--- src/rtl/mem_access_unit_if.sv ---
// Data-memory port of the memory-stage load/store engine.
// The unit drives the request side; memory answers with ack and read data.
interface mem_access_unit_if;
    logic        DmReq;
    logic        DmWe;
    logic [31:0] DmAddr;
    logic [3:0]  DmByteEn;
    logic [31:0] DmWData;
    logic        DmAck;
    logic [31:0] DmRData;

    modport master (
        output DmReq, DmWe, DmAddr, DmByteEn, DmWData,
        input  DmAck, DmRData
    );

    modport slave (
        input  DmReq, DmWe, DmAddr, DmByteEn, DmWData,
        output DmAck, DmRData
    );
endinterface

--- src/rtl/mem_access_unit.sv ---
// Memory-stage load/store engine: lane steering, load extension, write-back.
// MISALIGN_TRAP_EN: drop misaligned accesses and pulse Misaligned instead.
module mem_access_unit (
    input  logic              Clk,
    input  logic              Rst,
    input  logic              ExValid,
    input  logic              MemRead,
    input  logic              MemWrite,
    input  logic [1:0]        MemSize,
    input  logic              LoadSigned,
    input  logic [31:0]       Address,
    input  logic [31:0]       StoreData,
    input  logic [4:0]        DestReg,
    output logic              Stall,
    mem_access_unit_if.master dm,
    output logic              WbValid,
    output logic [31:0]       WbData,
    output logic [4:0]        WbDest,
    output logic              Misaligned
);

    typedef enum logic {IDLE, WAIT} state_t;

    state_t      state, state_n;
    logic        we_q, we_n;
    logic [31:0] addr_q, addr_n;
    logic [3:0]  be_q, be_n;
    logic [31:0] wdata_q, wdata_n;
    logic [1:0]  size_q, size_n;
    logic [1:0]  lane_q, lane_n;
    logic        sign_q, sign_n;
    logic [4:0]  dest_q, dest_n;
    logic        wbv_q, wbv_n;
    logic [31:0] wbd_q, wbd_n;
    logic [4:0]  wbr_q, wbr_n;

    logic        mem_op, is_byte, is_half, is_word, bad;
    logic [1:0]  lane;
    logic [3:0]  st_be;
    logic [31:0] st_data, rsh, ld_val;

    assign mem_op  = MemRead | MemWrite;
    assign is_byte = (MemSize == 2'b10);
    assign is_half = (MemSize == 2'b01);
    assign is_word = !is_byte && !is_half;

    // Lane is already aligned down: half keeps bit 1, word uses lane 0.
    assign lane = is_word ? 2'b00 :
                  is_half ? {Address[1], 1'b0} : Address[1:0];

`ifdef MISALIGN_TRAP_EN
    logic mis_q, mis_n;
    assign bad = (is_half && Address[0]) || (is_word && (Address[1:0] != 2'b00));
    assign Misaligned = mis_q;
`else
    assign bad = 1'b0;
    assign Misaligned = 1'b0;
`endif

    always_comb begin
        st_be   = 4'b1111;
        st_data = StoreData;
        unique case (1'b1)
            is_byte: begin
                st_be   = 4'b0001 << lane;
                st_data = {4{StoreData[7:0]}};
            end
            is_half: begin
                st_be   = 4'b0011 << lane;
                st_data = {2{StoreData[15:0]}};
            end
            default: ;
        endcase
    end

    assign rsh = dm.DmRData >> {lane_q, 3'b000};

    always_comb begin
        ld_val = rsh;
        unique case (1'b1)
            size_q == 2'b10: ld_val = {{24{sign_q & rsh[7]}}, rsh[7:0]};
            size_q == 2'b01: ld_val = {{16{sign_q & rsh[15]}}, rsh[15:0]};
            default:         ld_val = rsh;
        endcase
    end

    always_comb begin
        state_n = state;
        we_n    = we_q;
        addr_n  = addr_q;
        be_n    = be_q;
        wdata_n = wdata_q;
        size_n  = size_q;
        lane_n  = lane_q;
        sign_n  = sign_q;
        dest_n  = dest_q;
        wbv_n   = 1'b0;
        wbd_n   = wbd_q;
        wbr_n   = wbr_q;
`ifdef MISALIGN_TRAP_EN
        mis_n   = (state == IDLE) && ExValid && mem_op && bad;
`endif
        unique case (state)
            IDLE: begin
                if (ExValid && !mem_op) begin
                    wbv_n = 1'b1;
                    wbd_n = Address;
                    wbr_n = DestReg;
                end else if (ExValid && !bad) begin
                    state_n = WAIT;
                    we_n    = MemWrite;
                    addr_n  = {Address[31:2], 2'b00};
                    be_n    = MemWrite ? st_be : 4'b1111;
                    wdata_n = MemWrite ? st_data : 32'h0;
                    size_n  = MemSize;
                    lane_n  = lane;
                    sign_n  = LoadSigned;
                    dest_n  = DestReg;
                end
            end
            WAIT: begin
                if (dm.DmAck) begin
                    state_n = IDLE;
                    if (!we_q) begin
                        wbv_n = 1'b1;
                        wbd_n = ld_val;
                        wbr_n = dest_q;
                    end
                end
            end
            default: state_n = IDLE;
        endcase
    end

    always_ff @(posedge Clk or posedge Rst) begin
        if (Rst) begin
            state   <= IDLE;
            we_q    <= 1'b0;
            addr_q  <= 32'h0;
            be_q    <= 4'h0;
            wdata_q <= 32'h0;
            size_q  <= 2'b00;
            lane_q  <= 2'b00;
            sign_q  <= 1'b0;
            dest_q  <= 5'd0;
            wbv_q   <= 1'b0;
            wbd_q   <= 32'h0;
            wbr_q   <= 5'd0;
`ifdef MISALIGN_TRAP_EN
            mis_q   <= 1'b0;
`endif
        end else begin
            state   <= state_n;
            we_q    <= we_n;
            addr_q  <= addr_n;
            be_q    <= be_n;
            wdata_q <= wdata_n;
            size_q  <= size_n;
            lane_q  <= lane_n;
            sign_q  <= sign_n;
            dest_q  <= dest_n;
            wbv_q   <= wbv_n;
            wbd_q   <= wbd_n;
            wbr_q   <= wbr_n;
`ifdef MISALIGN_TRAP_EN
            mis_q   <= mis_n;
`endif
        end
    end

    // Request follows the state register, so reset drops it asynchronously.
    assign Stall       = (state == WAIT);
    assign dm.DmReq    = (state == WAIT);
    assign dm.DmWe     = we_q;
    assign dm.DmAddr   = addr_q;
    assign dm.DmByteEn = be_q;
    assign dm.DmWData  = wdata_q;
    assign WbValid     = wbv_q;
    assign WbData      = wbd_q;
    assign WbDest      = wbr_q;

endmodule

--- src/flat_wrapper.sv ---
// flat-port wrapper written by rule: the top's interface ports become plain ports
module mem_access_unit_flat 
  (Clk, Rst, ExValid, MemRead, MemWrite, MemSize, LoadSigned, Address, StoreData, DestReg, Stall, WbValid, WbData, WbDest, Misaligned, dm_DmReq, dm_DmWe, dm_DmAddr, dm_DmByteEn, dm_DmWData, dm_DmAck, dm_DmRData);
  mem_access_unit_if dm_i ();
  input  logic Clk;
  input  logic Rst;
  input  logic ExValid;
  input  logic MemRead;
  input  logic MemWrite;
  input  logic [1:0] MemSize;
  input  logic LoadSigned;
  input  logic [31:0] Address;
  input  logic [31:0] StoreData;
  input  logic [4:0] DestReg;
  output logic Stall;
  output logic WbValid;
  output logic [31:0] WbData;
  output logic [4:0] WbDest;
  output logic Misaligned;
  output wire logic [$bits(dm_i.DmReq)-1:0] dm_DmReq;
  output wire logic [$bits(dm_i.DmWe)-1:0] dm_DmWe;
  output wire logic [$bits(dm_i.DmAddr)-1:0] dm_DmAddr;
  output wire logic [$bits(dm_i.DmByteEn)-1:0] dm_DmByteEn;
  output wire logic [$bits(dm_i.DmWData)-1:0] dm_DmWData;
  input wire logic [$bits(dm_i.DmAck)-1:0] dm_DmAck;
  input wire logic [$bits(dm_i.DmRData)-1:0] dm_DmRData;
  assign dm_DmReq = dm_i.DmReq;
  assign dm_DmWe = dm_i.DmWe;
  assign dm_DmAddr = dm_i.DmAddr;
  assign dm_DmByteEn = dm_i.DmByteEn;
  assign dm_DmWData = dm_i.DmWData;
  assign dm_i.DmAck = dm_DmAck;
  assign dm_i.DmRData = dm_DmRData;
  mem_access_unit u_core (.Clk(Clk), .Rst(Rst), .ExValid(ExValid), .MemRead(MemRead), .MemWrite(MemWrite), .MemSize(MemSize), .LoadSigned(LoadSigned), .Address(Address), .StoreData(StoreData), .DestReg(DestReg), .Stall(Stall), .dm(dm_i), .WbValid(WbValid), .WbData(WbData), .WbDest(WbDest), .Misaligned(Misaligned));
endmodule
--- config.mk ---
export PLATFORM = sky130hd
export DESIGN_NAME = mem_access_unit_flat
export DESIGN_NICKNAME = d
export VERILOG_FILES = /design/src/rtl/mem_access_unit_if.sv /design/src/rtl/mem_access_unit.sv /design/src/flat_wrapper.sv
export SDC_FILE = /design/constraint.sdc
export NUM_CORES = 1
export LEC_CHECK = 0
export CORE_AREA = 2 2 107 120
export CTS_CLUSTER_SIZE = 16
export DETAILED_ROUTE_END_ITERATION = 8
export DIE_AREA = 0 0 109 122
export MAX_ROUTING_LAYER = met4
export PLACE_DENSITY = 0.94
export SYNTH_ARGS = -nofsm -noshare
export SYNTH_HDL_FRONTEND = slang
export SYNTH_SLANG_ARGS = --single-unit
export TNS_END_PERCENT = 50
--- constraint.sdc ---
create_clock -name Clk -period 7 [get_ports Clk]
set_input_delay 1.75 -clock Clk [delete_from_list [all_inputs] [get_ports Clk]]
set_output_delay 1.75 -clock Clk [all_outputs]
set_load 0.01 [all_outputs]
# ---- Word-level counts from Yosys, hierarchy flattened
# Cells that the tools add are included.
dict set report totals {
  register_bits 116
  inputBits 110
  output_inout_bits 110
  elab_cells 57
}
dict set report op_classes {
  eq_ne 7
  shift 3
  muxes 23
  bitwise 5
  n_reduce_logical 7
}
# op n
set op_table {}
lappend op_table {{$pmux 32 s2} 3}
lappend op_table {{$mux 32} 4}
lappend op_table {{$shr 32x5->32} 1}
lappend op_table {{$mux 5} 3}
lappend op_table {{$pmux 5 s2} 1}
lappend op_table {{$pmux 4 s2} 1}
lappend op_table {{$mux 1} 7}
lappend op_table {{$reduce_and 3->1} 2}
lappend op_table {{$eq 2x1->1 const B} 2}
lappend op_table {{$eq 2x2->1 const B} 2}
lappend op_table {{$mux 4} 1}
lappend op_table {{$ne 2x2->1 const B} 2}
lappend op_table {{$pmux 1 s2} 2}
lappend op_table {{$shl 1x2->4 const A} 1}
lappend op_table {{$shl 2x2->4 const A} 1}
lappend op_table {{$logic_not 1->1} 3}
lappend op_table {{$and 1x1->1} 2}
lappend op_table {{$logic_and 1x1->1} 2}
lappend op_table {{$mux 2} 1}
lappend op_table {{$ne 2x1->1 const B} 1}
lappend op_table {{$not 1->1} 2}
lappend op_table {{$or 1x1->1} 1}

# ---- Logic depth before layout (Yosys ltp)
dict set report logic_depth {
  depth_word 7
  mapped_depth 8
  mapped_depth_nobuf 6
}

# ---- Least setup slack after synthesis
# No wires, ideal clock.
dict set report synth_path {
  kind {input port to flip-flop}
  start {input MemSize[0]}
  end {register u_core.be_q[0] (netlist: u_core.dm.DmByteEn[0])}
  arrival_ps 3056
  path_slack_ps 3866
  stages 7
  n_path_buf 3
  cell_sequence {inv_1 > ha_1 > clkbuf_1 > clkbuf_1 > clkbuf_1 > nor2_1 > a21oi_1}
}
dict set report synth_between {
  elab_chain_len 7
}
# item line
set synth_lines {}
lappend synth_lines {{start: declaration} flat_wrapper.sv:10} ;# input logic [1:0] MemSize;
lappend synth_lines {{$eq 2x2->1 or $eq 2x1->1 (tied branches)} {mem_access_unit.sv:43, mem_access_unit.sv:44}}
lappend synth_lines {{$logic_not 1->1} mem_access_unit.sv:45} ;# assign is_word = !is_byte && !is_half;
lappend synth_lines {{$logic_and 1x1->1} mem_access_unit.sv:45}
lappend synth_lines {{$mux 2} mem_access_unit.sv:48} ;# assign lane = is_word ? 2'b00 :
lappend synth_lines {{$shl 2x2->4 or $shl 1x2->4 (tied branches)} {mem_access_unit.sv:69, mem_access_unit.sv:65}}
lappend synth_lines {{$pmux 4 s2 *} mem_access_unit.sv:63} ;# unique case (1'b1)
lappend synth_lines {{$mux 4 *} mem_access_unit.sv:113} ;# be_n = MemWrite ? st_be : 4'b1111;
lappend synth_lines {{end signal: assignment} mem_access_unit.sv:156} ;# be_q <= be_n;
lappend synth_lines {{end: declaration} mem_access_unit.sv:27} ;# logic [3:0] be_q, be_n;
# Mark *: on every way between the ends. The rest lies on a longest branch, timed or not.
# A chain may end at the register's enable or synchronous reset.

# ---- Worst setup path in the final report
dict set report layout_path {
  start {register u_core.state (netlist: u_core.Stall)}
  end {output dm_DmReq}
}
# item line
set layout_rtl {}
lappend layout_rtl {{start: declaration} mem_access_unit.sv:24} ;# state_t state, state_n;
lappend layout_rtl {{start signal: assignment} mem_access_unit.sv:153} ;# state <= state_n;
lappend layout_rtl {{end: declaration} flat_wrapper.sv:20} ;# output wire logic [$bits(dm_i.DmReq)-1:0] dm_DmReq;
# No word-level cell between the ends.

==> metrics.md <==
| Metric | Value |
|---|---|
| Status | finished, final reports clean |
| Starting Density | between 40% and 50% |
| Port Buffers | ~220 |
| Post-layout instance area | about 8400 um^2 |
| Antenna viol nets, final | 0 |
| Hold slack | approximately 0.47 ns |
| Cell Rows | 43 |
| Horiz. Die Dim | roughly 110 um |
| CTS Buf Count | 17 |
| Post-synthesis instance total | roughly 580 |
| Upper clock frequency limit | ~260 MHz |
| Root Driver | clkbuf_16 |
| Number of distinct library cells after synthesis | 38 |
| Placed cells | ~900 |
| Total gr overflow | 0 |
| Clk pin slew, worst setup/hold paths | 0.05 ns |
| Core Box Area | between 10000 and 15000 um^2 |
| Slowest CP cell | dfrtp_2 |
| RSZ-0062 raised after global routing | no |
| H-tree depth | 4 |
| Number of primary I/O pins | 220 |
| Final Cycle Share | ~55% |
| Gpl congestion | around 0.9 |
| Sequential-to-total area share from yosys stat | about half |
| Final hold viol count | 0 |
| Vias per inst | approximately 5.6 |
| Clock Path Buffers | 2 |
| CP Cell Sequence | clkdlybuf4s50_1 |
| Crit Path Class | flip-flop to output port |
| Setup TNS | 0 ns |
| Number of DRC markers in iteration 0 | 370 |
| Syn-to-layout area delta | 50.5% |
| Top post-synthesis cells by count | 149 x nand2_1, 116 x dfrtp_1, 49 x nor2_1 |
| Arr. time, crit path | 2.07 ns |
| Max-slew violation count | 0 |
| Final non-filler cell total | about 950 |
| Synth area leaders | dfrtp_1 52%, nand2_1 10%, a22o_1 3.8%, nor2_1 3.3%, mux2_2 3.0% |
| Relative slew slack | between 30% and 40% |
| Post-synth EDFFs | 0 |
| Max Cap Viol | 0 |
| Hold/Removal Path Class | flip-flop to flip-flop |
| Nature of the critical path startpoint | flip-flop |
| First-pass GRT wire length | between 20000 and 30000 um |
| Share of the synthesized area in the top cell type | 51.9% |
| Main flop type after synthesis | dfrtp_1 |
| Pin slew with the least headroom to its limit | 1.04 ns |
| CP top delay family | flip-flops |
| Clock sinks | ~120 |
| Vias in the first global route | 5406 |
| Gr usage total | slightly below 30% |
| CP Capture Type | output port |
| Drt drc | 0 |
| Final Skew | just over 0.007 ns |
| Synth warnings | 0 |
| Minimum clock period | roughly 3.8 ns |
| Final nets | about 900 |
| Wirelength, routed | around 18000 um |
| Post-DP HPWL | about 13000 um |
| P_leak | 3.60 nW |
| Largest area contributor in the netlist | dfrtp_1 |
| Fin util | 68.9% |
| Final WS setup | 3.18 ns |
| Most frequent cell after synthesis | nand2_1 |
| Crit path largest cell delay | just under 1 ns |
| Pre-antenna DRT Iters | 5 |
| Maximum vdd ir drop | roughly 220 uV |
| Initial antenna violation count | 0 |
| Resized Gates After CTS | 0 |
| CTS Hold Bufs | 0 |
| WL per Instance | a little under 20 um |
| Largest net degree at the start of global routing | between 70 and 80 |
| Ant diodes | 0 |
| Pwr Total | about 2.9 mW |
| # setup viols final | 0 |
| CP Max Fanout | between 40 and 50 |
| Post-Place Setup Slack | 2.98 ns |
| Setup Buffers After CTS | 0 |
| Layout cells sized above 1 | about a tenth |
| Vias | 5340 |
| Post-DP Area | around 7800 um^2 |
| Worst path bufs/invs | 1 |
| Clock Latency Late Sink | a little over 0.4 ns |
| Share of flip-flops with an asynchronous set or reset | 100% |
| DIE HEIGHT | 122 um |
| Pwr dens | approximately 340 nW/um^2 |
| #FFs+latches synth | around 120 |
| Syn Area/Cell | approximately 9.6 um^2 |
| CTS tree | built |
| Mapped cell area | between 5000 and 6000 um^2 |
| Critical Path RT | ~5.3 ns |
| Die area | roughly 13000 um^2 |
[sequential cells by signal, indices dropped and copies added (netlist names), 2 cells and up]
register            flops
u_core.lane_q           2
u_core.WbData          32
u_core.dest_q           5
u_core.dm.DmByteEn      4
u_core.size_q           2
u_core.dm.DmAddr       30
u_core.dm.DmWData      32
u_core.WbDest           5
[cell families (layout without fill, tap and decap cells)]
group	after synthesis	count (layout)	synth area share [%]
DFF	116	116	51.9
adders and majority gates	4	4	0.895
other	1	3	0.0671
AOI/OAI and AO/OA	117	117	15.4
and+or+nand+nor	261	261	20.2
buffers and inverters	54	263	4.19
muxes	30	30	7.27
[layer usage]
metal | up-vias | global-route usage [%] | part of all wire, %
li1 | 2406 | - | -
met1 | 2586 | 34.5 | 37
met2 | 277 | 46.2 | 51
met3 | 71 | 6.21 | 6.8
met4 | 0 | 16.7 | 5.0
met5 | - | - | 0
[power breakdown]
group          switching, mW  internal, mW  leakage [nW]
combinational          0.479         0.552          1.91
clock                  0.297         0.536         0.274
sequential             0.136         0.867          1.41
total                  0.913          1.96          3.60
[layout make-up]
cell class / instances / area, um^2
fill: 909 / 3800
multi-input combinational: 415 / 2500
timing repair buffer: 222 / 2210
inverter: 10 / 40.0
sequential: 116 / 2900
clock buffer: 21 / 460
clock inverter: 10 / 108
tap: 157 / 196
[final timing paths]
path                                     start                   end  slack [ns]  cells past startpoint
min reg2reg                u_core.dm.DmAddr[6]   u_core.dm.DmAddr[6]        0.47                      2
max                               u_core.Stall              dm_DmReq        3.18                      1
min                        u_core.dm.DmAddr[6]   u_core.dm.DmAddr[6]        0.47                      2
max in group asynchronous                  Rst          u_core.Stall        3.99                      3
max reg2reg                       u_core.Stall     u_core.WbData[31]        4.15                      6
min in group asynchronous                  Rst  u_core.dm.DmAddr[11]        1.90                      2
[placed cells by master (no fill, tap or decap), types with 3 or more instances in the layout]
cell type        count
mux2_2              15
inv_1                8
a22o_1              24
a211oi_1            13
clkinvlp_4           3
nor2_1              49
a21oi_1             27
nor2b_1              4
dfrtp_1            115
nand2_1            149
clkinv_2             5
nor3_1              23
a221oi_1             9
clkdlybuf4s50_1    216
a22oi_1              7
nor3b_1              8
conb_1               3
mux2i_1              8
ha_1                 4
nand2b_1            20
buf_4                6
clkbuf_16           17
a211oi_2            10
mux4_2               7
o21ai_0             19
(Power assumes the default switching activity.)
==> RTL change 1, RTL diff (same settings) <==
The option `MISALIGN_TRAP_EN` is turned on by a define.
--- a/src/rtl/mem_access_unit.sv
+++ b/src/rtl/mem_access_unit.sv
@@ -1,5 +1,7 @@
 // Memory-stage load/store engine: lane steering, load extension, write-back.
 // MISALIGN_TRAP_EN: drop misaligned accesses and pulse Misaligned instead.
+`define MISALIGN_TRAP_EN
+
 module mem_access_unit (
     input  logic              Clk,
     input  logic              Rst,
Function: changed (Yosys sat finds a counterexample within 4 cycles, from zero or initial values and one cycle with Rst high).
==> RTL change 1 against the original RTL <==
- wire length down 2.1%
- worst setup slack lost 670 ps
- design area is 2.0% higher
- worst hold slack improved by 12 ps
- via count is 1.2% lower
- highest routed layer unchanged
- power up 6.8%
- sequential cell count is 1 higher
- register-to-register slack about the same
- critical path depth up 6
- global-route usage shrank 1.6 points
- synthesized area up 3.2%
==> RTL change 1: results (changes against the original RTL) <==
Outcome
  – Run status: complete, no violations

Placement
  – Routability cong.: 0.876 (-1.2%)
  – Placement-stage cell area: 8000 sq um (+1.9%)
  – Detailed-placement wirelength estimate: 12.8 mm (+1.3%)
  – Count of input and output buffers: 217 (+0.46%)

Power
  – Maximum vdd drop: 0.190 mV (-15%)
  – Leakage: 3.49 nW (-2.9%)

Detailed routing
  – Wire length per cell: 19.3 um (+0.41%)
  – Vias per std cell: 5.69 (+1.4%)
  – DR pass1 iterations: 7 (+2)
  – Drt first-iter violations: 311 (-16%)

Clocking
  – H-Tree Level Count: 4 (unchanged)
  – Clock transition at path regs: ~60 ps
  – Count of instances resized after the clock tree is built: 0 (unchanged)
  – Clock insertion delay at the later pin of the skew report: 410 ps (about the same)
  – Clock root buffer: clkbuf_16
  – Number of buffers on the longest clock path: 2 (unchanged)
  – Post-CTS setup buffer count: 0 (unchanged)

Synthesis
  – Cell types occupying the most area after synthesis: dfrtp_1, mux2_2, nand2_1
  – Share of the yosys chip area belonging to registers: 50.7% (-1.2 points)
  – Post-synthesis cell type count: 34 (-11%)
  – Cell types with the highest counts after synthesis: dfrtp_1, nand2_1, mux2_2
  – Synth Warn #: 0 (unchanged)
  – Post-synth ARST share: 100% (unchanged)

Setup path
  – Top fanout value on the critical path: 44 (-2.2%)
  – Arr. time, crit path: 4730 ps (+2660 ps)
  – Worst R2R End: u_core.WbData[8]
  – Register-to-Register Path Depth: 7 (+1)
  – Startpoint of the worst-slack reg-to-reg timing path: u_core.Stall
  – Register-to-register setup slack: 4160 ps (about the same)

Hold path
  – Worst Hold Class: reg2reg
  – Start point of the worst hold path: u_core.dm.DmWData[27]
  – Cells on Worst Hold Path: 2 (unchanged)
  – Worst Hold Path EP: u_core.dm.DmWData[27]

Global routing
  – Pin count of the biggest net entering global routing: 70 (-10%)
  – Wire length of the first global-routing pass: 26.8 mm (-5.6%)
  – Number of antenna violations at the first check in global routing: 0 (unchanged)
  – Combined global-route utilization of all metal layers: 27.7% (-1.6 points)
  – Number of global-route vias before repair: 5290 (-2.1%)

Final layout
  – Antenna cell count: 0 (unchanged)
  – Layout net count: 871 (-2.8%)
  – Fraction of final layout cells sized beyond drive strength 1: 15.2% (+5.6 points)

Timing
  – Minimum hold slack: 482 ps (+12.2 ps)
  – Worst slew margin relative to its limit: 25.9% (-4.6 points)
  – Maximum clock skew at final layout: 11.1 ps (+3.83 ps)
[RTL change 1: cells by family after synthesis]
kind of cell,Yosys count,share of synthesized area [%]
and+or+nand+nor,187,14.3
AOI/OAI and AO/OA,123,14.7
DFF,117,50.7
muxes,72,15.2
buffers and inverters,54,4.10
adders and majority gates,4,0.867
other,1,0.0650
[RTL change 1: report_power, final]
part | leakage, nW | internal [W] | switching [W]
logic | 1.80 | 0.000643 | 0.000510
registers | 1.41 | 0.000902 | 0.000157
clock network | 0.282 | 0.000542 | 0.000309
[RTL change 1: area by class of cell]
| class | instances | area (sq um) |
|---|---|---|
| tap | 157 | 196 |
| fill | 858 | 3630 |
| timing repair buffer | 224 | 2220 |
| inverter | 9 | 36.3 |
| multi-input combinational | 388 | 2610 |
| clock buffer | 20 | 457 |
| sequential | 117 | 2930 |
| clock inverter | 12 | 129 |
[RTL change 1: how the worst max path moves through the flow]
stage               startpoint                end  cells after the start
detailed placement    MemWrite   u_core.WbData[7]                      6
global route          MemWrite   u_core.WbData[8]                      7
floorplan                  Rst  u_core.Misaligned                      1
finish                MemWrite   u_core.WbData[8]                      7
global placement      MemWrite   u_core.WbData[7]                      6
CTS                   MemWrite   u_core.WbData[7]                      6
[RTL change 1: worst max-delay path, cell delays in order]
cell and delay (ps):
clkdlybuf4s50_1 1130, nor2_1 170, a32oi_2 190, buf_4 440, inv_1 610, nor2_1 320, a211oi_1 90
[RTL change 1: per-layer routing]
metal	vias up	wire length [um]	GRT usage (%)
li1	2368	-	-
met1	2546	6570	30.3
met2	301	9030	45.3
met3	62	1480	7.49
met4	0	826	15.6
met5	-	0	-
[RTL change 1: through the flow]
step	setup slack (ps)	utilization [%]	cells
after global placement	2210	65.5	895
after floorplan	2150	-	559
after detailed placement	2170	65.5	895
after global routing	2270	70.3	927
final	2510	70.3	927
after CTS	2570	70.3	927
==> RTL change 2, RTL diff (config.mk and constraints unchanged) <==
Without the edit above. `addr_q`, `be_q` and `wdata_q` no longer have a reset.
--- a/src/rtl/mem_access_unit.sv
+++ b/src/rtl/mem_access_unit.sv
@@ -136,9 +136,6 @@
         if (Rst) begin
             state   <= IDLE;
             we_q    <= 1'b0;
-            addr_q  <= 32'h0;
-            be_q    <= 4'h0;
-            wdata_q <= 32'h0;
             size_q  <= 2'b00;
             lane_q  <= 2'b00;
             sign_q  <= 1'b0;
@@ -152,9 +149,6 @@
         end else begin
             state   <= state_n;
             we_q    <= we_n;
-            addr_q  <= addr_n;
-            be_q    <= be_n;
-            wdata_q <= wdata_n;
             size_q  <= size_n;
             lane_q  <= lane_n;
             sign_q  <= sign_n;
@@ -166,6 +160,12 @@
             mis_q   <= mis_n;
 `endif
         end
+    end
+
+    always_ff @(posedge Clk) begin
+        addr_q  <= addr_n;
+        be_q    <= be_n;
+        wdata_q <= wdata_n;
     end
 
     // Request follows the state register, so reset drops it asynchronously.
Formal check against the unedited RTL: not equivalent (Yosys sat finds a counterexample within 4 cycles, from zero or initial values and one cycle with Rst high).
==> RTL change 2 against the original RTL <==
- worst setup slack got worse by 550 ps
- global-route usage fell by 3.7 points
- count of clock-buffer cells in the layout fell by 3
- wire length fell by 11%
- highest routed layer unchanged
- final cell count fell by 8.6%
- design area fell by 1.3%
- power fell by 9.3%
- die area did not move
- sequential cell count did not move
- fmax fell by 13%
- synthesized area fell by 0.83%
- clock skew rose by 4.5 ps
- first-iteration DRC count fell by 29%
==> RTL change 2: results (changes against the original RTL) <==
Outcome
  – Run status: complete, no violations

Setup path
  – Arr. time, crit path: 4640 ps (+2570 ps)
  – Register-to-register setup slack: 4080 ps (-70 ps)
  – Maximum cell stage delay along the critical path: 950 ps (-30 ps)

Final layout
  – Fraction of final layout cells sized beyond drive strength 1: 8.99% (-0.58 points)
  – Number of sequential cells in the layout: 116 (unchanged)
  – Sequential cell area: 3230 sq um (+11%)
  – Proportion of final cell area spent on non-clock buffers: 26.4% (+0.16 points)
  – Layout clock buffers: 18 (-14%)

Synthesis
  – Synthesized instance count: 499 (-14%)
  – Synthesized area: 5540 sq um (-0.83%)
  – Share of the yosys chip area belonging to registers: 58.3% (+6.4 points)
  – Post-synth ARST share: 43.1% (-57 points)

Placement
  – Post-Place Setup Slack: 2240 ps (-736 ps)
  – Routability cong.: 0.853 (-3.8%)
  – Placement-stage cell area: 7740 sq um (-1.4%)

Global routing
  – Pin count of the biggest net entering global routing: 76 (-2.6%)
  – Wire length of the first global-routing pass: 24.9 mm (-12%)

Timing
  – Maximum clock skew at final layout: 11.7 ps (+4.47 ps)
  – Worst slew margin relative to its limit: 27.4% (-3.2 points)

Power
  – Power attributed to the clock group: 0.000825 W (-1%)
  – Fraction of power spent switching nets: 30.8% (-1.0 points)
  – Maximum vdd drop: 0.173 mV (-23%)
  – Leakage: 3.15 nW (-13%)

Detailed routing
  – Final wirelength: 16.3 mm (-11%)

Hold path
  – Start point of the worst hold path: u_core.dest_q[1]
RTL change 2: cell types whose count changed after synthesis, moves of 23 or more:
cell,unedited run,this run
nor2b_1,5,28
nor3_1,23,0
a22o_1,24,1
dfrtp_1,116,50
nand2_1,149,74
edfxtp_1,0,66
RTL change 2: metal layers:
metal	vias up	GRT usage [%]	wire, um
li1	2168	-	-
met1	2267	30.1	6350
met2	256	42.1	8170
met3	41	5.24	1300
met4	0	11.1	444
met5	-	-	0
RTL change 2: kinds of logic (layout without fill, tap and decap cells):
family                     after synthesis  count (layout)  synth area share [%]
AOI/OAI and AO/OA                       97              97                  13.6
adders and majority gates                4               4                 0.903
buffers and inverters                   50             261                  4.51
DFF                                    116             116                  58.3
muxes                                   32              32                  6.12
other                                    1               3                0.0676
and+or+nand+nor                        199             199                  16.5
RTL change 2: critical path, delay by kind of cell:
family	cells	cell delay, ps
buf+inv	3	1930
simple gates	1	150
compound gates	2	730
